**src/rtl/paicore_recv_ctrl.sv**
```systemverilog
// Receive-side sequencing controller for PAICORE: arms a session, counts core output
// frames, decides end of emission (count target or idle timeout) and supervises the flush.
module paicore_recv_ctrl #(
    parameter int IDLE_W  = 16,
    parameter int FLUSH_W = 20,
    parameter int CNT_W   = 32
) (
    input  logic               m_axis_aclk,
    input  logic               m_axis_aresetn,
    input  logic               i_start,
    input  logic               i_abort,
    input  logic               i_tx_done,
    input  logic [CNT_W-1:0]   oFrameNumMax,
    input  logic [IDLE_W-1:0]  i_idle_cycles,
    input  logic [FLUSH_W-1:0] i_flush_cycles,
    input  logic               snn_out_hsked,
    input  logic               read_hsked,
    input  logic               i_rx_done,
    output logic               o_recv_busy,
    output logic               o_rx_rcving,
    output logic               o_recv_done,
    output logic               o_session_done,
    output logic [CNT_W-1:0]   o_frame_cnt,
    output logic [CNT_W-1:0]   o_read_cnt,
    output logic               o_err_flush_to,
    output logic [2:0]         o_state
);

    localparam logic [2:0] S_IDLE  = 3'd0;
    localparam logic [2:0] S_RECV  = 3'd1;
    localparam logic [2:0] S_FLUSH = 3'd2;
    localparam logic [2:0] S_DONE  = 3'd3;

    localparam logic [CNT_W-1:0]   CNT_ONE   = {{(CNT_W-1){1'b0}}, 1'b1};
    localparam logic [CNT_W-1:0]   CNT_MAX   = '1;
    localparam logic [IDLE_W-1:0]  IDLE_ONE  = {{(IDLE_W-1){1'b0}}, 1'b1};
    localparam logic [IDLE_W-1:0]  IDLE_MAX  = '1;
    localparam logic [FLUSH_W:0]   FLUSH_ONE = {{FLUSH_W{1'b0}}, 1'b1};
    localparam logic [FLUSH_W-1:0] WD_ONE    = {{(FLUSH_W-1){1'b0}}, 1'b1};

    logic [2:0]         state_q, state_d;
    logic [CNT_W-1:0]   frame_q, frame_d, read_q, read_d;
    logic [IDLE_W-1:0]  idle_q, idle_d;
    logic [FLUSH_W-1:0] wd_q, wd_d;
    logic               tx_seen_q, tx_seen_d;
    logic               err_q, err_d;
    logic               recv_done_q, sess_done_q;

    logic [CNT_W:0]     frame_sum;
    logic [IDLE_W-1:0]  idle_thr;
    logic               count_hit, idle_hit, wd_hit, cnt_en;

    always_comb begin
        // frame count including a handshake landing this cycle
        frame_sum = {1'b0, frame_q} + {{CNT_W{1'b0}}, snn_out_hsked};
        idle_thr  = (i_idle_cycles == '0) ? IDLE_ONE : i_idle_cycles;
        count_hit = (oFrameNumMax != '0) && (frame_sum >= {1'b0, oFrameNumMax});
        idle_hit  = tx_seen_q && !snn_out_hsked && (idle_q >= idle_thr);
        wd_hit    = (i_flush_cycles != '0) &&
                    (({1'b0, wd_q} + FLUSH_ONE) >= {1'b0, i_flush_cycles});
        cnt_en    = ((state_q == S_RECV) || (state_q == S_FLUSH)) && !i_abort;

        state_d   = state_q;
        frame_d   = frame_q;
        read_d    = read_q;
        idle_d    = idle_q;
        wd_d      = wd_q;
        tx_seen_d = tx_seen_q;
        err_d     = err_q;

        if (cnt_en) begin
            if (snn_out_hsked && (frame_q != CNT_MAX)) frame_d = frame_q + CNT_ONE;
            if (read_hsked && (read_q != CNT_MAX))     read_d  = read_q + CNT_ONE;
        end

        case (state_q)
            S_IDLE: begin
                if (i_start && !i_abort) begin
                    state_d   = S_RECV;
                    frame_d   = '0;
                    read_d    = '0;
                    idle_d    = '0;
                    tx_seen_d = 1'b0;
                    err_d     = 1'b0;
                end
            end
            S_RECV: begin
                if (i_abort) begin
                    state_d = S_IDLE;
                end else begin
                    if (i_tx_done) tx_seen_d = 1'b1;
                    if (snn_out_hsked)                        idle_d = '0;
                    else if (tx_seen_q && (idle_q != IDLE_MAX)) idle_d = idle_q + IDLE_ONE;
                    if (count_hit || idle_hit) begin
                        state_d = S_FLUSH;
                        wd_d    = '0;
                    end
                end
            end
            S_FLUSH: begin
                if (i_abort) begin
                    state_d = S_IDLE;
                end else begin
                    wd_d = wd_q + WD_ONE;
                    // rx_done takes priority over a simultaneous watchdog expiry
                    if (i_rx_done) begin
                        state_d = S_DONE;
                    end else if (wd_hit) begin
                        err_d   = 1'b1;
                        state_d = S_DONE;
                    end
                end
            end
            S_DONE:  state_d = S_IDLE;
            default: state_d = S_IDLE;
        endcase
    end

    always_ff @(posedge m_axis_aclk) begin
        if (!m_axis_aresetn) begin
            state_q     <= S_IDLE;
            frame_q     <= '0;
            read_q      <= '0;
            idle_q      <= '0;
            wd_q        <= '0;
            tx_seen_q   <= 1'b0;
            err_q       <= 1'b0;
            recv_done_q <= 1'b0;
            sess_done_q <= 1'b0;
        end else begin
            state_q     <= state_d;
            frame_q     <= frame_d;
            read_q      <= read_d;
            idle_q      <= idle_d;
            wd_q        <= wd_d;
            tx_seen_q   <= tx_seen_d;
            err_q       <= err_d;
            recv_done_q <= (state_q == S_RECV) && (state_d == S_FLUSH);
            sess_done_q <= (state_q == S_FLUSH) && (state_d == S_DONE);
        end
    end

    assign o_recv_busy    = (state_q == S_RECV) || (state_q == S_FLUSH);
    assign o_rx_rcving    = (state_q == S_RECV);
    assign o_recv_done    = recv_done_q;
    assign o_session_done = sess_done_q;
    assign o_frame_cnt    = frame_q;
    assign o_read_cnt     = read_q;
    assign o_err_flush_to = err_q;
    assign o_state        = state_q;

endmodule

```
**config.mk**
```make
export PLATFORM = sky130hd
export DESIGN_NAME = paicore_recv_ctrl
export DESIGN_NICKNAME = d
export VERILOG_FILES = /design/src/rtl/paicore_recv_ctrl.sv
export SDC_FILE = /design/constraint.sdc
export NUM_CORES = 1
export LEC_CHECK = 0
export CAP_MARGIN = 20
export CORE_MARGIN = 2
export CORE_UTILIZATION = 55
export CTS_CLUSTER_SIZE = 40
export DETAILED_ROUTE_END_ITERATION = 16
export PLACE_DENSITY = 0.84
export SLEW_MARGIN = 20
export SYNTH_ARGS = -nofsm -noshare
export SYNTH_HDL_FRONTEND = slang
export SYNTH_SLANG_ARGS = --single-unit
```
**constraint.sdc**
```tcl
create_clock -name m_axis_aclk -period 9.75 [get_ports m_axis_aclk]
set_clock_uncertainty 0.1 [all_clocks]
set_input_delay 1.95 -clock m_axis_aclk [delete_from_list [all_inputs] [get_ports m_axis_aclk]]
set_output_delay 1.95 -clock m_axis_aclk [all_outputs]
set_load 0.05 [all_outputs]
```
==> summary.md, run 1 <==
| Metric | Value |
|---|---|
| Maximum vdd drop | `between 0.0001 and 0.00015 V` |
| Most frequent cells in the layout | `147 x clkdlybuf4s50_1, 109 x nor2_1, 107 x dfxtp_1` |
| Routing usage on met2 | `approximately 45%` |
| Vias/cell | `roughly 5.7` |
| Final GP Congestion | `just under 0.9` |
| Hold crit path type | `reg -> reg` |
| FF-to-FF End | `wd_q[11]$_SDFFE_PN0P_` |
| Relative slew margins | `between 30% and 40%` |
| Core Area | `0.0137 mm²` |
| Hold depth | `2` |
| Post-synth EDFFs | `0` |
| Endpoints failing setup | `0` |
| Io pins | `~150` |
| Post-DP HPWL | `15,000 µm` |
| CP max-delay cell | `a21oi_2` |
| Cell Pwr Density | `about 92 mW/mm²` |
| Die area | `~0.015 mm²` |
| CTS tree | `yes` |
| Pre-Repair DR Iteration Count | `6` |
| Ys Warns | `0` |
| IO Port Bufs | `~150` |
| Worst path bufs/invs | `1` |
| Met3 usage | `between 4 and 5%` |
| Worst hold start | `o_err_flush_to$_SDFFE_PN0P_` |
| Iter 0 DRT Violations | `540` |
| Site Rows | `43` |
| Clock slew at reported path FFs | `0.07 ns` |
| Skew-Pair Late Insertion Delay | `between 0.3 and 0.4 ns` |
| Area growth syn-to-layout | `24.5%` |
| Max Freq | `roughly 160 MHz` |
| Reg2Reg Depth | `12` |
| WHS Endpoint | `o_err_flush_to$_SDFFE_PN0P_` |
| Setup Crit Path Kind | `in -> reg` |
| First-pass GRT wire length | `32,500 µm` |
| Multi-input gate area | `0.00502 mm²` |
| Top cell type's share of synthesized area | `28.1%` |
| Most common cell after layout, fill and taps aside | `clkdlybuf4s50_1` |
| GRT Util Overall | `26.6%` |
| CTS hold repair buffers | `0` |
| Post-CTS Setup Inserts | `0` |
| Largest net degree at the start of global routing | `66` |
| Antenna violation net count after detailed routing | `0` |
| Crit path largest cell delay | `roughly 0.67 ns` |
| Total CTS buffers | `9` |
| Worst-path maximum fanout | `17` |
| Grt peak-use layer | `met2` |
| Final Util | `between 60% and 70%` |
| Synth Register Bits | `around 110` |
| Fillers | `1,150` |
| Htree depth | `3` |
| Fin area | `about 0.0095 mm²` |
| Tightest Pin Transition | `~0.96 ns` |
| DRC violations left | `0` |
| Post-CTS Resized | `0` |
| Drt wl/cell | `15.1 µm` |
| Synth Flop Type | `dfxtp_1` |
| Setup TNS | `0 ns` |
| Via count | `around 7,300` |
| Antenna violations before repair | `0` |
| Dominant cells by area after synthesis | `dfxtp_1 28%, ha_1 12%, xor2_1 7.9%` |
| Root Buffer | `clkbuf_16` |
| Largest area contributor in the netlist | `dfxtp_1` |
| Crit path time final | `approximately 6.1 ns` |
| Status | `finished, final reports clean` |
| Congestion Overflow GR | `0` |
| Die Ht | `roughly 120 µm` |
| Async SR Flop Fraction | `0%` |
| Layout cell share with drive strength beyond 1 | `slightly below 3%` |
| Vias in the first global route | `about 7,000` |
| FF/Latch Area | `around 0.0021 mm²` |
| Fin. max-slew vios | `0` |
| Crit path required time | `between 9 and 10 ns` |
| Met1 Use GR | `35.5%` |
| Post-Syn Area | `~0.0076 mm²` |
| Worst reg2reg startpoint | `o_frame_cnt[3]$_SDFF_PN0_` |
| Power Total | `0.000877 W` |
| Leakage power | `around 3.8 nW` |
| Max-cap violation count | `0` |
| Final period util | `around 62%` |
| CTS sink count | `between 100 and 150` |
| CP cell instances | `clkdlybuf4s50_1 -> ha_1 -> nand3_1 -> or3_1 -> nor3_1 -> xor2_1 -> ha_1 -> nand4_1 -> or4_1 -> o211ai_1 -> o31ai_1 -> a21oi_2 -> nor3_1` |
| Placed cell area | `a little over 0.009 mm²` |
| Total Wirelength | `approximately 19,000 µm` |
| Clock Path Buffers | `2` |
| Final net count | `1,243` |
| Worst path arrival time | `between 6 and 7 ns` |
| Crit path capture type | `flop` |
| Starting Density | `55.6%` |
| RSZ-0062 raised after global routing | `false` |
| Cells after Synth | `just under 1,000` |
| Syn Nets | `roughly 1,100` |
| Cell variety after synth | `58` |
| R2R Setup Slk | `~5 ns` |
| DIE WIDTH | `between 100 and 150 µm` |
| Seq/Total Area, Yosys | `between 20% and 30%` |
| Worst path top cell family by delay | `simple AND/OR/NAND/NOR gates` |
| Mean Syn Cell Area | `around 8 µm²` |
| CP startpoint kind | `input port` |
| Fin. Hold Viols | `0` |
[worst min-delay path, cell delays in order (launching register included)]
cell and delay (ns):
dfxtp_1 0.31, inv_1 0.05, a21oi_1 0.05
[sequential cells by signal (all words and copies together), names as in the netlist]
signal          flops
o_recv_done         1
idle_q             16
o_session_done      1
tx_seen_q           1
o_state             3
o_frame_cnt        32
wd_q               20
o_read_cnt         32
o_err_flush_to      1
[where the power goes]
part	switching, W	internal (W)
Sequential	0.000000901	0.000437
Clock	0.000166	0.000199
Combinational	0.0000357	0.0000384
[cell type report]
cell class                      instances  area share, %
Tap cell                              180           2.37
Clock inverter                          6          0.699
Clock buffer                           10           2.41
Multi-Input combinational cell        744           53.0
Antenna cell                            1         0.0264
Sequential cell                       107           22.6
Inverter                               81           3.20
Timing Repair Buffer                  150           15.7
[metrics by stage]
step / hold WS, ns / cells / worst slack [ns]
finish: 0.353 / 1279 / 3.67
global route: 0.383 / 1278 / 3.39
CTS: 0.358 / 1278 / 3.73
detailed placement: 0.347 / 1262 / 3.34
global placement: 0.337 / 1262 / 3.47
floorplan: 0.375 / 970 / 4.36
[logic make-up (layout without fill, tap and decap cells)]
kind of cell | after synthesis | after routing | synth area share (%)
XOR/XNOR | 128 | 128 | 14.7
flip-flops | 107 | 107 | 28.1
multiplexers | 2 | 2 | 0.263
other | 1 | 2 | 0.0492
AND/OR/NAND/NOR | 416 | 416 | 27.9
adder cells (fa/ha/maj) | 74 | 74 | 12.1
AO/OA/AOI/OAI | 123 | 123 | 10.6
buffers and inverters | 119 | 247 | 6.17
[per-layer routing]
layer,up-vias,wire (µm),part of all wire [%]
met5,-,0,0
met4,0,244,1.3
met3,26,1240,6.4
met2,256,9270,48
met1,3408,8590,44
li1,3637,-,-
[how the worst max path moves through the flow]
stage                             end     startpoint  cells past startpoint
2_1_floorplan   wd_q[10]$_SDFFE_PN0P_  snn_out_hsked                     15
3_3_place_gp   o_recv_done$_SDFF_PN0_  snn_out_hsked                     13
3_5_place_dp   o_recv_done$_SDFF_PN0_  snn_out_hsked                     14
4_1_cts         wd_q[11]$_SDFFE_PN0P_  snn_out_hsked                     14
5_1_grt         wd_q[11]$_SDFFE_PN0P_  snn_out_hsked                     13
6_report        wd_q[11]$_SDFFE_PN0P_  snn_out_hsked                     13
[cell usage after synthesis, types with 2 or more instances]
| cell type | n |
|---|---|
| nor2_1 | 109 |
| dfxtp_1 | 107 |
| inv_1 | 81 |
| nand2_1 | 78 |
| ha_1 | 74 |
| xor2_1 | 69 |
| xnor2_1 | 59 |
| nand3_1 | 51 |
| nand4_1 | 41 |
| a21oi_1 | 37 |
| nor3_1 | 33 |
| clkbuf_1 | 31 |
| o21ai_0 | 30 |
| and3_1 | 21 |
| nor4_1 | 21 |
| or3_1 | 16 |
| and4_1 | 11 |
| a211oi_1 | 9 |
| and2_1 | 9 |
| a21o_1 | 7 |
| o211ai_1 | 7 |
| o31ai_1 | 6 |
| nor2b_1 | 5 |
| a31oi_1 | 4 |
| buf_2 | 4 |
| a221oi_1 | 3 |
| nand4b_1 | 3 |
| or4b_1 | 3 |
| a2111oi_0 | 2 |
| a22oi_1 | 2 |
| a32oi_1 | 2 |
| buf_6 | 2 |
| mux2i_1 | 2 |
| nand4_2 | 2 |
| nor4b_2 | 2 |
| o2111ai_1 | 2 |
| o21a_1 | 2 |
| or2_2 | 2 |
| or4_1 | 2 |
Note: power is estimated with default switching activity, not from simulation.
==> run 2, diff against run 1 <==
CORE_UTILIZATION = 53   (was 55)
PLACE_DENSITY = 0.81   (was 0.84)
clock period = 6.14 ns   (was 9.75 ns; I/O delays follow)
==> summary.md, run 2 (same netlist as run 1, synthesis figures left out) <==
| Metric | Value |
|---|---|
| Final period util | `approximately 87%` |
| Leakage power | `3.78 nW` |
| Post-CTS Resized | `0` |
| Reg2Reg Depth | `13` |
| Vias in the first global route | `about 6,500` |
| Starting Density | `a little over half` |
| RSZ-0062 raised after global routing | `false` |
| Final GP Congestion | `between 0.9 and 1` |
| Largest net degree at the start of global routing | `42` |
| # placed instances | `1,263` |
| Antenna violation net count after detailed routing | `0` |
| Worst path arrival time | `between 5 and 6 ns` |
| Internal | `around 0.0010 W` |
| Cell Pwr Density | `roughly 140 mW/mm²` |
| First-pass GRT wire length | `between 30,000 and 40,000 µm` |
| Worst path top cell family by delay | `simple AND/OR/NAND/NOR gates` |
| Finished Layout Cells | `~1,300` |
| Pre-Repair DR Iteration Count | `5` |
| Final net count | `between 1,000 and 1,500` |
| Hold crit path type | `reg -> reg` |
| Crit path time final | `between 5 and 6 ns` |
| R2R Setup Slk | `roughly 1.6 ns` |
| Tightest Pin Transition | `around 0.95 ns` |
| P_sw | `~0.00032 W` |
| DIE WIDTH | `around 120 µm` |
| Iter 0 DRT Violations | `between 500 and 600` |
| CP cell instances | `clkdlybuf4s50_1 -> ha_1 -> nand3_1 -> or3_1 -> nor3_1 -> nand2_1 -> xnor2_1 -> ha_1 -> and3_1 -> a221oi_1 -> o211ai_1 -> o31ai_1 -> nand2_1 -> a311oi_1` |
| Maximum vdd drop | `approximately 0.00015 V` |
| Placed cell area | `between 0.009 and 0.01 mm²` |
| Worst setup path end | `wd_q[0]$_SDFFE_PN0P_` |
| Setup TNS | `0 ns` |
| Root Buffer | `clkbuf_16` |
| Setup Crit Path Kind | `in -> reg` |
| Post-CTS Setup Inserts | `0` |
| CTS sink count | `between 100 and 150` |
| CP max-delay cell | `o31ai_1` |
| Total CTS buffers | `9` |
| Drt wl/cell | `~15 µm` |
| Die area | `0.0154 mm²` |
| IO Port Bufs | `about 150` |
| Worst path bufs/invs | `1` |
| Status | `finished, final reports clean` |
| Crit path largest cell delay | `roughly 0.58 ns` |
| CTS tree | `yes` |
| Skew-Pair Late Insertion Delay | `0.35 ns` |
| FF-to-FF End | `wd_q[0]$_SDFFE_PN0P_` |
| Crit path required time | `between 6 and 7 ns` |
| Post-DP HPWL | `14,900 µm` |
| Switching share of power | `about a quarter` |
| Clock slew at reported path FFs | `roughly 0.070 ns` |
| Clock Power Share | `approximately two fifths` |
| Max Freq | `roughly 190 MHz` |
| Via count | `roughly 7,300` |
| Fin. max-slew vios | `0` |
| Endpoints failing setup | `0` |
| Worst reg2reg startpoint | `o_frame_cnt[3]$_SDFF_PN0_` |
| Io pins | `around 150` |
| Congestion Overflow GR | `0` |
| Combinational power share | `between 8 and 9%` |
| DRC violations left | `0` |
| Worst path depth | `14` |
| Max-cap violation count | `0` |
| Crit path from | `snn_out_hsked` |
| Hold_ws | `0.351 ns` |
| Clock Path Buffers | `2` |
| Core Area | `around 0.014 mm²` |
| Relative slew margins | `a little over a third` |
| Vias/cell | `5.68` |
| Most frequent cells in the layout | `147 x clkdlybuf4s50_1, 109 x nor2_1, 107 x dfxtp_1` |
| Fin. Hold Viols | `0` |
| Area growth syn-to-layout | `24.2%` |
| Power Total | `approximately 0.0014 W` |
| Antenna violations before repair | `0` |
| Crit path capture type | `flop` |
| Total Wirelength | `about 19,000 µm` |
| CP startpoint kind | `input port` |
| Layout cell share with drive strength beyond 1 | `roughly 2.9%` |
| Worst-path maximum fanout | `6` |
| N_diodes | `0` |
| Htree depth | `3` |
| Site Rows | `43` |
| Seq pwr share | `51.4%` |
| Die Ht | `124 µm` |
| Fin area | `between 0.009 and 0.01 mm²` |
| CTS hold repair buffers | `0` |
| Most common cell after layout, fill and taps aside | `clkdlybuf4s50_1` |
| GRT Util Overall | `approximately 25%` |
-- run 2: cell count changes in the layout (fill, tap and decap cells not counted), sizes merged --
cell	before	now
clkinv	2	5
clkinvlp	3	0
buf	3	4
bufinv	1	0
clkbuf	10	11
diode	1	0
-- run 2: worst min-delay path by stage --
| stage | start | to | slack, ns | cells past startpoint |
|---|---|---|---|---|
| final | o_err_flush_to$_SDFFE_PN0P_ | o_err_flush_to$_SDFFE_PN0P_ | 0.35 | 2 |
| after floorplan | idle_q[15]$_SDFFE_PN0P_ | idle_q[15]$_SDFFE_PN0P_ | 0.38 | 2 |
| after global placement | o_err_flush_to$_SDFFE_PN0P_ | o_err_flush_to$_SDFFE_PN0P_ | 0.34 | 2 |
| after CTS | o_err_flush_to$_SDFFE_PN0P_ | o_err_flush_to$_SDFFE_PN0P_ | 0.35 | 2 |
| after detailed placement | o_err_flush_to$_SDFFE_PN0P_ | o_err_flush_to$_SDFFE_PN0P_ | 0.34 | 2 |
| after global routing | o_err_flush_to$_SDFFE_PN0P_ | o_err_flush_to$_SDFFE_PN0P_ | 0.38 | 2 |
-- run 2: area by class of cell --
type / count / area [µm²]
Clock buffer: 11 / 233
Clock inverter: 5 / 40.0
Fill cell: 1247 / 4520
Inverter: 81 / 304
Multi-Input combinational cell: 744 / 5020
Sequential cell: 107 / 2140
Tap cell: 180 / 225
Timing Repair Buffer: 151 / 1500
-- run 2: stage by stage --
stage	util, %	worst slack, ns
2_1_floorplan	-	1.47
3_3_place_gp	65.7	0.651
3_5_place_dp	65.7	0.500
4_1_cts	67.7	0.855
5_1_grt	67.7	0.499
6_report	67.7	0.806
-- run 2: layer usage --
| metal | routed length, µm | track usage, % |
|---|---|---|
| met1 | 9050 | 35.0 |
| met2 | 8460 | 39.8 |
| met3 | 1220 | 3.94 |
| met4 | 357 | 7.44 |
| met5 | 0 | 0 |
-- run 2: worst register-to-register path, cell delays in order (launching register included) --
cell      delay [ns]
dfxtp_1         0.51
nand4_1         0.22
or2_2           0.37
or3_1           0.46
nor3_1          0.44
nand2_1         0.13
xnor2_1         0.15
ha_1            0.29
and3_1          0.21
a221oi_1        0.29
o211ai_1        0.15
o31ai_1         0.58
nand2_1         0.29
a311oi_1        0.30
-- run 2: power groups by stage --
stage	registers (W)	logic [W]	clock network [W]
after floorplan	0.000712	0.0000467	0
after global placement	0.000711	0.000115	0
after detailed placement	0.000711	0.000116	0
after CTS	0.000695	0.000118	0.000549
after global routing	0.000695	0.000131	0.000578
final	0.000695	0.000118	0.000538
==> run 3, diff against run 2 <==
REMOVE_ABC_BUFFERS = 1   (was unset)
==> summary.md, run 3 (same netlist as run 1, synthesis figures left out) <==
| Metric | Value |
|---|---|
| Cell Pwr Density | `147 mW/mm²` |
| Worst setup path end | `wd_q[19]$_SDFFE_PN0P_` |
| Total Wirelength | `around 19,000 µm` |
| Post-DP HPWL | `between 10,000 and 15,000 µm` |
| Finished Layout Cells | `between 1,000 and 1,500` |
| DRC violations left | `0` |
| N_diodes | `0` |
| Multi-input gate area | `about 0.0050 mm²` |
| Largest net degree at the start of global routing | `50` |
| Skew-Pair Late Insertion Delay | `0.36 ns` |
| Reg2Reg Depth | `14` |
| Crit path from | `snn_out_hsked` |
| Htree depth | `3` |
| Post-CTS Resized | `0` |
| Worst-path maximum fanout | `17` |
| Congestion Overflow GR | `0` |
| Hold crit path type | `reg -> reg` |
| Clock slew at reported path FFs | `around 0.080 ns` |
| Total CTS buffers | `9` |
| Worst reg2reg startpoint | `o_frame_cnt[3]$_SDFF_PN0_` |
| Leakage power | `between 3 and 4 nW` |
| DIE WIDTH | `around 120 µm` |
| Status | `finished, final reports clean` |
| Endpoints failing setup | `0` |
| FF-to-FF End | `wd_q[19]$_SDFFE_PN0P_` |
| Crit path time final | `around 5.3 ns` |
| CTS sink count | `107` |
| Core Area | `0.0140 mm²` |
| Starting Density | `54.5%` |
| Final GP Congestion | `slightly below 0.9` |
| R2R Setup Slk | `around 1.6 ns` |
| Maximum vdd drop | `about 0.00014 V` |
| Vias/cell | `between 5 and 6` |
| Area growth syn-to-layout | `24.7%` |
| Antenna violations before repair | `0` |
| Io pins | `between 100 and 150` |
| Fillers | `around 1,100` |
| Post-CTS Setup Inserts | `0` |
| Max Freq | `approximately 190 MHz` |
| Clock Path Buffers | `2` |
| Layout cell share with drive strength beyond 1 | `between 3 and 4%` |
| Pre-Repair DR Iteration Count | `5` |
| Power Total | `around 0.0014 W` |
| Fin. Hold Viols | `0` |
| IO Port Bufs | `147` |
| Root Buffer | `clkbuf_16` |
| Via count | `about 7,300` |
| Die area | `about 0.015 mm²` |
| Relative slew margins | `between 20% and 30%` |
| Die Ht | `roughly 120 µm` |
| Crit path capture type | `flop` |
| GRT Util Overall | `approximately 25%` |
| Setup Crit Path Kind | `in -> reg` |
| Final period util | `a little under nine tenths` |
| CTS tree | `yes` |
| Hold_ws | `0.350 ns` |
| Iter 0 DRT Violations | `533` |
| Antenna violation net count after detailed routing | `0` |
| Final worst slack | `slightly below 0.9 ns` |
| # placed instances | `1,264` |
| Setup TNS | `0 ns` |
| Most common cell after layout, fill and taps aside | `clkdlybuf4s50_1` |
| FF/Latch Area | `approximately 0.0021 mm²` |
| Max-cap violation count | `0` |
| Post-Place Worst Slack | `a little under 0.6 ns` |
| Fin. max-slew vios | `0` |
| RSZ-0062 raised after global routing | `false` |
| Crit path required time | `~6.3 ns` |
| First-pass GRT wire length | `30,700 µm` |
| Vias in the first global route | `~6,600` |
| Site Rows | `43` |
| Final net count | `1,245` |
| Most frequent cells in the layout | `147 x clkdlybuf4s50_1, 109 x nor2_1, 107 x dfxtp_1` |
| CP startpoint kind | `input port` |
| CTS hold repair buffers | `0` |
| Tightest Pin Transition | `approximately 1.1 ns` |
| Worst path arrival time | `5.37 ns` |
| Drt wl/cell | `~15 µm` |
==> run 3: through the flow <==
step                      utilization, %  area, µm²
after floorplan                        -       7460
after global placement              65.8       9200
after detailed placement            65.8       9200
after CTS                           67.9       9500
after global routing                67.9       9500
final                               67.9       9500
==> run 3: critical path, stage by stage <==
cell	delay, ns
clkdlybuf4s50_1	0.53
ha_1	0.21
nand3_1	0.21
or3_1	0.49
nor3_1	0.53
xor2_1	0.14
ha_1	0.35
nand4_1	0.17
or4_1	0.55
o211ai_1	0.22
o31ai_1	0.12
buf_4	0.16
a21oi_2	0.12
buf_4	0.23
nor3_1	0.09
==> run 3: final cells by class <==
| cell class | count | area share, % |
|---|---|---|
| Clock inverter | 6 | 0.671 |
| Inverter | 81 | 3.20 |
| Timing Repair Buffer | 152 | 15.9 |
| Multi-Input combinational cell | 744 | 52.8 |
| Clock buffer | 10 | 2.51 |
| Tap cell | 180 | 2.37 |
| Sequential cell | 107 | 22.5 |
==> run 3: per-layer routing <==
metal,vias up,track usage [%],share of wire [%]
met4,0,7.30,1.9
li1,3644,-,-
met3,29,3.25,5.8
met5,-,0,0
met1,3348,33.2,45
met2,233,41.5,47
==> run 3: worst min path at each step <==
stage / startpoint / endpoint / slack, ns / cells past startpoint
floorplan: idle_q[15]$_SDFFE_PN0P_ / idle_q[15]$_SDFFE_PN0P_ / 0.38 / 2
global placement: o_err_flush_to$_SDFFE_PN0P_ / o_err_flush_to$_SDFFE_PN0P_ / 0.34 / 2
detailed placement: o_err_flush_to$_SDFFE_PN0P_ / o_err_flush_to$_SDFFE_PN0P_ / 0.34 / 2
CTS: o_err_flush_to$_SDFFE_PN0P_ / o_err_flush_to$_SDFFE_PN0P_ / 0.36 / 2
global route: o_err_flush_to$_SDFFE_PN0P_ / o_err_flush_to$_SDFFE_PN0P_ / 0.39 / 2
finish: o_err_flush_to$_SDFFE_PN0P_ / o_err_flush_to$_SDFFE_PN0P_ / 0.35 / 2
==> run 3: report_power, final <==
| part | switching, W | total [W] | internal (W) |
|---|---|---|---|
| Clock | 0.000289 | 0.000587 | 0.000298 |
| Sequential | 0.00000147 | 0.000695 | 0.000693 |
| Combinational | 0.0000565 | 0.000117 | 0.0000609 |
